===== src/rtl/ascon_job_sequencer_pkg.sv =====
// Shared types and widths for the Ascon job sequencer and its memory arbiter.
package ascon_job_sequencer_pkg;

  localparam int unsigned MEM_AW  = 8;
  localparam int unsigned DATA_AW = 7;
  localparam int unsigned WORD_W  = 64;
  localparam int unsigned TAG_W   = 128;

  typedef enum logic [1:0] {
    IDLE,
    START,
    RUN,
    DONE
  } job_state_e;

  typedef struct packed {
    logic              we;
    logic [MEM_AW-1:0] addr;
    logic [WORD_W-1:0] wdata;
  } mem_req_t;

endpackage


===== src/rtl/ascon_mem_arb.sv =====
// Two-requester fixed-priority memory arbiter (write over read); the accepted
// request is registered and held on the port until granted.
module ascon_mem_arb
  import ascon_job_sequencer_pkg::*;
(
  input  logic     clk,
  input  logic     rst,
  input  logic     wr_req,
  input  mem_req_t wr,
  input  logic     rd_req,
  input  mem_req_t rd,
  output logic     rd_take_c,
  input  logic     gnt,
  output logic     req,
  output mem_req_t cmd
);

  // A read is only taken into the port register when no write competes.
  always_comb begin
    rd_take_c = !req && !wr_req && rd_req;
  end

  always_ff @(posedge clk) begin
    if (rst) begin
      req <= 1'b0;
      cmd <= '0;
    end else if (req) begin
      if (gnt) begin
        req <= 1'b0;
        cmd <= '0;
      end
    end else if (wr_req) begin
      req <= 1'b1;
      cmd <= wr;
    end else if (rd_req) begin
      req <= 1'b1;
      cmd <= rd;
    end
  end

endmodule


===== src/rtl/ascon_job_sequencer.sv =====
// Moves one AEAD job between scratch memory and ascon_wrapper: AD/PT words in,
// CT words out, tag captured, done pulsed.
module ascon_job_sequencer
  import ascon_job_sequencer_pkg::*;
(
  input  logic               clk,
  input  logic               rst,
  input  logic               job_start_i,
  input  logic [MEM_AW-1:0]  ad_base_i,
  input  logic [MEM_AW-1:0]  pt_base_i,
  input  logic [MEM_AW-1:0]  ct_base_i,
  input  logic [DATA_AW-1:0] ad_size_i,
  input  logic [DATA_AW-1:0] pt_size_i,
  output logic               busy_o,
  output logic               done_o,
  output logic [TAG_W-1:0]   tag_o,
  output logic               mem_req_o,
  output logic               mem_we_o,
  output logic [MEM_AW-1:0]  mem_addr_o,
  output logic [WORD_W-1:0]  mem_wdata_o,
  input  logic               mem_gnt_i,
  input  logic [WORD_W-1:0]  mem_rdata_i,
  output logic               asc_start_o,
  input  logic               asc_ready_i,
  output logic [DATA_AW-1:0] asc_ad_size_o,
  output logic [DATA_AW-1:0] asc_pt_size_o,
  input  logic               asc_tag_valid_i,
  input  logic [TAG_W-1:0]   asc_tag_i,
  output logic               ad_push_o,
  output logic [WORD_W-1:0]  ad_o,
  input  logic               ad_full_i,
  output logic               pt_push_o,
  output logic [WORD_W-1:0]  pt_o,
  input  logic               pt_full_i,
  output logic               ct_pop_o,
  input  logic [WORD_W-1:0]  ct_i,
  input  logic               ct_empty_i
);

  localparam int unsigned CNT_W = DATA_AW + 1;

  job_state_e          state;
  logic [MEM_AW-1:0]   ad_base, pt_base, ct_base;
  logic [CNT_W-1:0]    rd_idx;
  logic [DATA_AW-1:0]  ct_cnt;
  logic                rd_inflight, rd_land, rd_is_pt;
  logic                skid_valid, skid_is_pt;
  logic [WORD_W-1:0]   skid_data, wr_data;
  logic                wr_pend, tag_seen;
  mem_req_t            wr_cmd, rd_cmd, arb_cmd;

  logic                feeding_c, rd_req_c, rd_take_c, rd_next_is_pt_c;
  logic                wr_gnt_c, rd_gnt_c;
  logic [CNT_W-1:0]    rd_total_c, pt_idx_c;

  // Read sequencing walks AD then PT with one combined index.
  always_comb begin
    feeding_c       = (state == START) || (state == RUN);
    rd_total_c      = CNT_W'(asc_ad_size_o) + CNT_W'(asc_pt_size_o);
    rd_next_is_pt_c = rd_idx >= CNT_W'(asc_ad_size_o);
    pt_idx_c        = rd_idx - CNT_W'(asc_ad_size_o);
    rd_req_c        = feeding_c && (rd_idx < rd_total_c) && !skid_valid &&
                      !rd_inflight && !wr_pend;
    rd_cmd.we       = 1'b0;
    rd_cmd.addr     = rd_next_is_pt_c ? pt_base + MEM_AW'(pt_idx_c)
                                      : ad_base + MEM_AW'(rd_idx);
    rd_cmd.wdata    = '0;
    wr_cmd.we       = 1'b1;
    wr_cmd.addr     = ct_base + MEM_AW'(ct_cnt);
    wr_cmd.wdata    = wr_data;
    wr_gnt_c        = mem_req_o && mem_we_o && mem_gnt_i;
    rd_gnt_c        = mem_req_o && !mem_we_o && mem_gnt_i;
    ad_push_o       = skid_valid && !skid_is_pt && !ad_full_i;
    pt_push_o       = skid_valid && skid_is_pt && !pt_full_i;
    ct_pop_o        = (state == RUN) && !ct_empty_i && !wr_pend &&
                      (ct_cnt < asc_pt_size_o);
  end

  assign ad_o        = skid_data;
  assign pt_o        = skid_data;
  assign mem_we_o    = arb_cmd.we;
  assign mem_addr_o  = arb_cmd.addr;
  assign mem_wdata_o = arb_cmd.wdata;

  ascon_mem_arb u_arb (
    .clk       (clk),
    .rst       (rst),
    .wr_req    (wr_pend),
    .wr        (wr_cmd),
    .rd_req    (rd_req_c),
    .rd        (rd_cmd),
    .rd_take_c (rd_take_c),
    .gnt       (mem_gnt_i),
    .req       (mem_req_o),
    .cmd       (arb_cmd)
  );

  always_ff @(posedge clk) begin
    if (rst) begin
      state         <= IDLE;
      busy_o        <= 1'b0;
      done_o        <= 1'b0;
      tag_o         <= '0;
      asc_start_o   <= 1'b0;
      asc_ad_size_o <= '0;
      asc_pt_size_o <= '0;
      ad_base       <= '0;
      pt_base       <= '0;
      ct_base       <= '0;
      rd_idx        <= '0;
      ct_cnt        <= '0;
      rd_inflight   <= 1'b0;
      rd_land       <= 1'b0;
      rd_is_pt      <= 1'b0;
      skid_valid    <= 1'b0;
      skid_is_pt    <= 1'b0;
      skid_data     <= '0;
      wr_pend       <= 1'b0;
      wr_data       <= '0;
      tag_seen      <= 1'b0;
    end else begin
      asc_start_o <= 1'b0;
      done_o      <= 1'b0;
      case (state)
        IDLE: if (job_start_i) begin
          ad_base       <= ad_base_i;
          pt_base       <= pt_base_i;
          ct_base       <= ct_base_i;
          asc_ad_size_o <= ad_size_i;
          asc_pt_size_o <= pt_size_i;
          rd_idx        <= '0;
          ct_cnt        <= '0;
          tag_seen      <= 1'b0;
          busy_o        <= 1'b1;
          state         <= START;
        end
        START: if (asc_ready_i) begin
          asc_start_o <= 1'b1;
          state       <= RUN;
        end
        RUN: if ((ct_cnt == asc_pt_size_o) && tag_seen && !wr_pend) begin
          done_o <= 1'b1;
          state  <= DONE;
        end
        DONE: begin
          busy_o <= 1'b0;
          state  <= IDLE;
        end
        default: state <= IDLE;
      endcase

      if (feeding_c && asc_tag_valid_i) begin
        tag_o    <= asc_tag_i;
        tag_seen <= 1'b1;
      end

      // Read data returns one cycle after its grant and lands in the skid.
      if (rd_take_c) begin
        rd_inflight <= 1'b1;
        rd_is_pt    <= rd_next_is_pt_c;
        rd_idx      <= rd_idx + CNT_W'(1);
      end
      rd_land <= rd_gnt_c;
      if (rd_land) begin
        skid_valid  <= 1'b1;
        skid_is_pt  <= rd_is_pt;
        skid_data   <= mem_rdata_i;
        rd_inflight <= 1'b0;
      end else if (ad_push_o || pt_push_o) begin
        skid_valid <= 1'b0;
      end

      if (ct_pop_o) begin
        wr_pend <= 1'b1;
        wr_data <= ct_i;
      end else if (wr_gnt_c) begin
        wr_pend <= 1'b0;
        ct_cnt  <= ct_cnt + DATA_AW'(1);
      end
    end
  end

endmodule


===== config.mk =====
export PLATFORM = sky130hd
export DESIGN_NAME = ascon_job_sequencer
export DESIGN_NICKNAME = d
export VERILOG_FILES = /design/src/rtl/ascon_job_sequencer_pkg.sv /design/src/rtl/ascon_mem_arb.sv /design/src/rtl/ascon_job_sequencer.sv
export SDC_FILE = /design/constraint.sdc
export NUM_CORES = 1
export LEC_CHECK = 0
export CAP_MARGIN = 40
export CORE_AREA = 2 2 251 253
export CTS_BUF_LIST = sky130_fd_sc_hd__clkbuf_8 sky130_fd_sc_hd__clkbuf_16
export DETAILED_ROUTE_END_ITERATION = 7
export DIE_AREA = 0 0 253 255
export GPL_TIMING_DRIVEN = 0
export PLACE_DENSITY = 0.51
export RECOVER_POWER = 25
export SYNTH_ARGS = -nofsm -noshare
export SYNTH_HDL_FRONTEND = slang
export SYNTH_SLANG_ARGS = --single-unit

===== constraint.sdc =====
create_clock -name clk -period 4.8 [get_ports clk]
set_input_delay 0.48 -clock clk [delete_from_list [all_inputs] [get_ports clk]]
set_output_delay 0.48 -clock clk [all_outputs]
set_load 0.05 [all_outputs]

# Word level (Yosys, flattened, before mapping)
# Cells that the tools add are included.
# word_totals
in_bits,303
word_cells,125
output_inout_bits,350
register_bits,395
# classes
reduce_logical,49
n_mux,31
bitwise_logic,2
n_eq_ne,8
n_lt_le_gt_ge,3
addsub,7
# op_table
cell,count
$mux 73,4
$mux 8,4
$mux 7,4
$logic_and 1x1->1,20
$add 8x8->8,2
$mux 1,14
$reduce_bool 2->1,7
$reduce_and 2->1,5
$logic_not 1->1,9
$add 7x7->8,1
$add 8x1->8 const B,1
$add 8x7->8,1
$ge 8x7->1,1
$lt 8x8->1,1
$pmux 2 s4,1
$sub 8x7->8,1
$add 7x1->7 const B,1
$eq 7x7->1,1
$lt 7x7->1,1
$mux 2,3
$ne 2x2->1 const B,3
$reduce_or 2->1,3
$eq 2x2->1 const B,2
$reduce_and 3->1,1
7 further kinds,9

# Longest topological paths before layout
# depth
depth_word,9
mapped_depth,16
ltp_nobuf,14

# Cells and area by module
# From an unflattened synthesis, not the netlist that was laid out.
# hier_totals
hier_cells,2157
hier_area_um2,18049.8
# modules_own_cells
mod,n_inst,area_each_um2,cells_per_inst
ascon_job_sequencer,1,14074.7,1699
ascon_mem_arb,1,3975.1,458

# Least setup slack after synthesis
# OpenSTA, ideal clock, no wires.
# synth_path
path_type,register -> register
from,reg asc_ad_size_o[1]
to,reg rd_idx[2]
n_path_buf,1
period_less_slack_ns,3.517
required_ns,4.721
arrival_ns,3.438
path_stages_with_launch,15
setup_ns,0.079
slack_ns,1.283
path_cell_list,dfxtp_1 ha_1 a21o_1 a21oi_1 o21bai_1 a21oi_1 nor2_1 a211oi_1 ha_1 a21oi_2 o211ai_2 a211o_1 buf_6 mux2_4 a211oi_2
# synth_between
elab_chain_cells,9
# synth_lines
element,line,rtl
"start, declared",ascon_job_sequencer.sv:25,"output logic [DATA_AW-1:0] asc_ad_size_o,"
"start signal, assigned",ascon_job_sequencer.sv:129,asc_ad_size_o <= ad_size_i;
$add 7x7->8 *,ascon_job_sequencer.sv:59,rd_total_c = CNT_W'(asc_ad_size_o) + CNT_W'(asc_pt_size_o);
$lt 8x8->1 *,ascon_job_sequencer.sv:62,rd_req_c = feeding_c && (rd_idx < rd_total_c) && !skid_valid &&
$logic_and 1x1->1 * (3 in a row),ascon_job_sequencer.sv:62,
$logic_and 1x1->1 *,ascon_job_sequencer.sv:63,!rd_inflight && !wr_pend;
$logic_and 1x1->1 *,ascon_mem_arb.sv:20,rd_take_c = !req && !wr_req && rd_req;
$reduce_bool 2->1 (no line),--,
$reduce_and 2->1 (no line),--,
"end signal, assigned",ascon_job_sequencer.sv:161,rd_idx <= rd_idx + CNT_W'(1);
"end, declared",ascon_job_sequencer.sv:44,logic [CNT_W-1:0] rd_idx;
# Every way passes the cells marked *; elsewhere a longest branch is shown, timed or not.
# A chain may end at the register's enable or synchronous reset.

# Worst setup path in the final report
# layout_path
from,reg asc_pt_size_o[3]
to,out ct_pop_o
# layout_between
elab_chain_cells,2
# layout_lines
element,line,rtl
"start, declared",ascon_job_sequencer.sv:26,"output logic [DATA_AW-1:0] asc_pt_size_o,"
"start signal, assigned",ascon_job_sequencer.sv:130,asc_pt_size_o <= pt_size_i;
$lt 7x7->1,ascon_job_sequencer.sv:76,(ct_cnt < asc_pt_size_o);
$logic_and 1x1->1,ascon_job_sequencer.sv:75,ct_pop_o = (state == RUN) && !ct_empty_i && !wr_pend &&
"end, declared",ascon_job_sequencer.sv:35,"output logic ct_pop_o,"
# Every way passes these cells.

==> impl_metrics.json <==
{
  "status": "finished, final reports clean",
  "synthMuxAreaShare_pct": 4.66,
  "synth_area_mm2": 0.0161,
  "comb_power_share_pct": 39.2,
  "setup_ws_ps": 466,
  "grt_pass1_wl_um": 97800,
  "ys_ff_latch": 395,
  "power_density_mw_per_mm2": 505,
  "drtPass1Iterations": 5,
  "placed_cell_area_mm2": 0.0237,
  "synth_adder_area_share_pct": 5.58,
  "layout_commonest_cell": "clkdlybuf4s50_1",
  "rsz0062_at_grt": "false",
  "drt_iter0_drc": 642,
  "gp_congestion": 0.832,
  "synth_top_area_share_pct": 49.0,
  "routed_wl_um": 68500,
  "drv_slew": 0,
  "drive_above_1_share_pct": 6.13,
  "synthSimpleGateAreaFrac_pct": 17.3,
  "via_per_inst": 4.58,
  "relSlewSlack_pct": 43.0,
  "synth_area_per_cell_um2": 8.43,
  "ir_drop_mv": 0.276,
  "switching_share_pct": 40.6,
  "holdPathStages": 3,
  "dr_wl_met3_um": 6040,
  "hold_viol_final": 0,
  "h-tree-depth": 2,
  "syn-num-nets": 2284,
  "final_nets": 2990,
  "synth_area_leaders": "dfxtp_1 49%, nand2_1 11%, a21oi_1 8.1%, ha_1 4.3%, mux2i_1 4.2%",
  "synth_top_family_by_area": "simple AND/OR/NAND/NOR gates",
  "wire_per_inst_um": 19.8,
  "clk_latency_ps": 590,
  "wl_met1_um": 24700,
  "ff2ff_path_depth": 15,
  "ys_seq_area_share_pct": 49.0,
  "clk_path_buf_depth": 3,
  "holdCritPathClass": "input pin to flip-flop",
  "dp_hpwl_um": 54900,
  "worst_pin_slew_ps": 855,
  "dpl_worst_slack_ps": 402,
  "cts_tree": "done",
  "rows": 92,
  "synth_area_leader_cell": "dfxtp_1",
  "fin_setup_tns_ps": 0,
  "holdBufCountCts": 0,
  "maxUsedRoutingLayer": "met5",
  "required_ps": 4320,
  "clockPowerShare_pct": 29.3,
  "path_clk_slew_ps": 70,
  "globalRouteTotalUtil_pct": 20.2,
  "final_cell_mix": "547 x clkdlybuf4s50_1, 481 x nand2_1, 395 x dfxtp_1, 260 x a21oi_1, 145 x nor2_1",
  "synth-main-ff-cell": "dfxtp_1",
  "critPathKind": "flip-flop to primary output",
  "area_delta_synth_final_pct": 57.0,
  "yosysUniqueCellTypes": 52,
  "fin_crit_ps": 4330,
  "fp.dieW_um": 253,
  "core_mm2": 0.0622,
  "cp_max_fo": 10,
  "cts.sinks": 395,
  "boundaryPins": 653,
  "final_area_mm2": 0.0253,
  "drc": 0,
  "route.met2.wl_um": 35300,
  "async_flop_share_pct": 0,
  "root_buffer": "clkbuf_16",
  "drv_cap": 0,
  "whs_ps": 440,
  "critical_path_arrival_ps": 3850,
  "initial_core_util_pct": 26.0,
  "synth_edf_count": 0,
  "numPortBuffers": 651,
  "p_int_w": 0.00759,
  "ant_nets": 0,
  "vias": 15900,
  "die_h_um": 255,
  "ys_warn_count": 0,
  "synth_compound_area_share_pct": 14.9,
  "switchingPower_w": 0.00519,
  "p_leak_nw": 9.60,
  "period_share_pct": 90.3,
  "synthCells": 1915,
  "end_kind": "primary output",
  "setup_viol": 0,
  "cts_buffers": 48,
  "synth_xor_area_share_pct": 1.30,
  "critPathLaunchType": "flip-flop",
  "fmax_mhz": 231,
  "grt_pass1_vias": 15700,
  "skew_ps": 17.4,
  "seqPwrFrac_pct": 31.5,
  "antenna_found_initial": 6,
  "die-area_mm2": 0.0645,
  "overflow": 0,
  "grt_max_degree": 14
}
## critical path, stage by stage, from the launching register on
cell	delay, ps
dfxtp_1	440
inv_1	80
ha_1	310
a21o_1	180
a21oi_1	130
o21ai_0	90
a221o_1	290
clkbuf_1	350
inv_2	330
clkbuf_1	460
dlygate4sd2_1	640
## cell families (layout without fill, tap and decap cells)
group	after synthesis	count (layout)
AND/OR/NAND/NOR	700	700
buffers and inverters	245	989
XOR/XNOR	24	24
adder cells (fa/ha/maj)	66	66
flip-flops	395	395
multiplexers	74	74
AO/OA/AOI/OAI	411	411
other	0	5
## stage by stage
step | power, W | cells | util (%)
CTS | 0.0130 | 3458 | 40.8
detailed placement | 0.00922 | 3370 | 38.2
global route | 0.0135 | 3459 | 40.8
global placement | 0.00917 | 3365 | 38.1
floorplan | 0.00724 | 1915 | -
finish | 0.0128 | 3463 | 40.8
## cell usage after synthesis (5+ instances only)
cell type and count:
a211oi_1 12, a21o_1 6, a21oi_1 260, a22oi_1 66, a32o_1 6, and3_1 7, buf_1 20, buf_2 5
buf_4 64, clkbuf_1 101, dfxtp_1 395, fa_1 10, ha_1 56, inv_1 52, mux2_2 5, mux2i_1 68
nand2_1 481, nand2b_1 5, nand3_1 25, nand4_1 6, nor2_1 145, nor2b_1 5, nor3_1 9, o211ai_1 8
o21ai_0 24, o21bai_1 5, xnor2_1 15, xor2_1 9
## power groups by stage
stage / Combinational [W] / Clock (W) / Sequential, W
after global routing: 0.00541 / 0.00396 / 0.00409
after floorplan: 0.00206 / 0 / 0.00518
after detailed placement: 0.00511 / 0 / 0.00411
final: 0.00501 / 0.00374 / 0.00403
after global placement: 0.00507 / 0 / 0.00410
after CTS: 0.00513 / 0.00385 / 0.00405
## area by class of cell
class	count	area (um2)
plain buffers	191	971
clock buffers	61	1390
clock inverters	27	246
diodes	5	12.5
multi-input cells	1275	7060
flip-flops and latches	395	7910
well taps	799	1000
inverters	54	203
fillers	6262	36800
repair buffers	656	6550
## final timing paths
path | from | endpoint | slack [ps]
setup / recovery | asc_pt_size_o[3] | ct_pop_o | 470
hold / removal | asc_tag_i[82] | tag_o[82] | 440
setup reg to reg | asc_ad_size_o[1] | u_arb.cmd[59] | 920
hold reg to reg | tag_o[10] | tag_o[10] | 450
## routing by layer
| metal | global-route usage (%) | up-vias |
|---|---|---|
| li1 | - | 7750 |
| met1 | 20.8 | 7397 |
| met2 | 38.1 | 601 |
| met3 | 6.81 | 123 |
| met4 | 7.24 | 6 |
| met5 | 0 | - |
## flip-flops by register name (all words and copies together) (netlist names), 2 cells and up
signal / cells
ad_base: 8
ad_o: 64
asc_ad_size_o: 7
asc_pt_size_o: 7
ct_base: 8
ct_cnt: 7
pt_base: 8
rd_idx: 8
state: 2
tag_o: 128
u_arb.cmd: 73
wr_data: 64
## repair_timing
item                       4_1_cts  5_1_grt
setup endpoints to repair        1        0
setup buffers                    0        0
resized for setup                1        0
No activity file was read; power rests on OpenSTA's default activity.
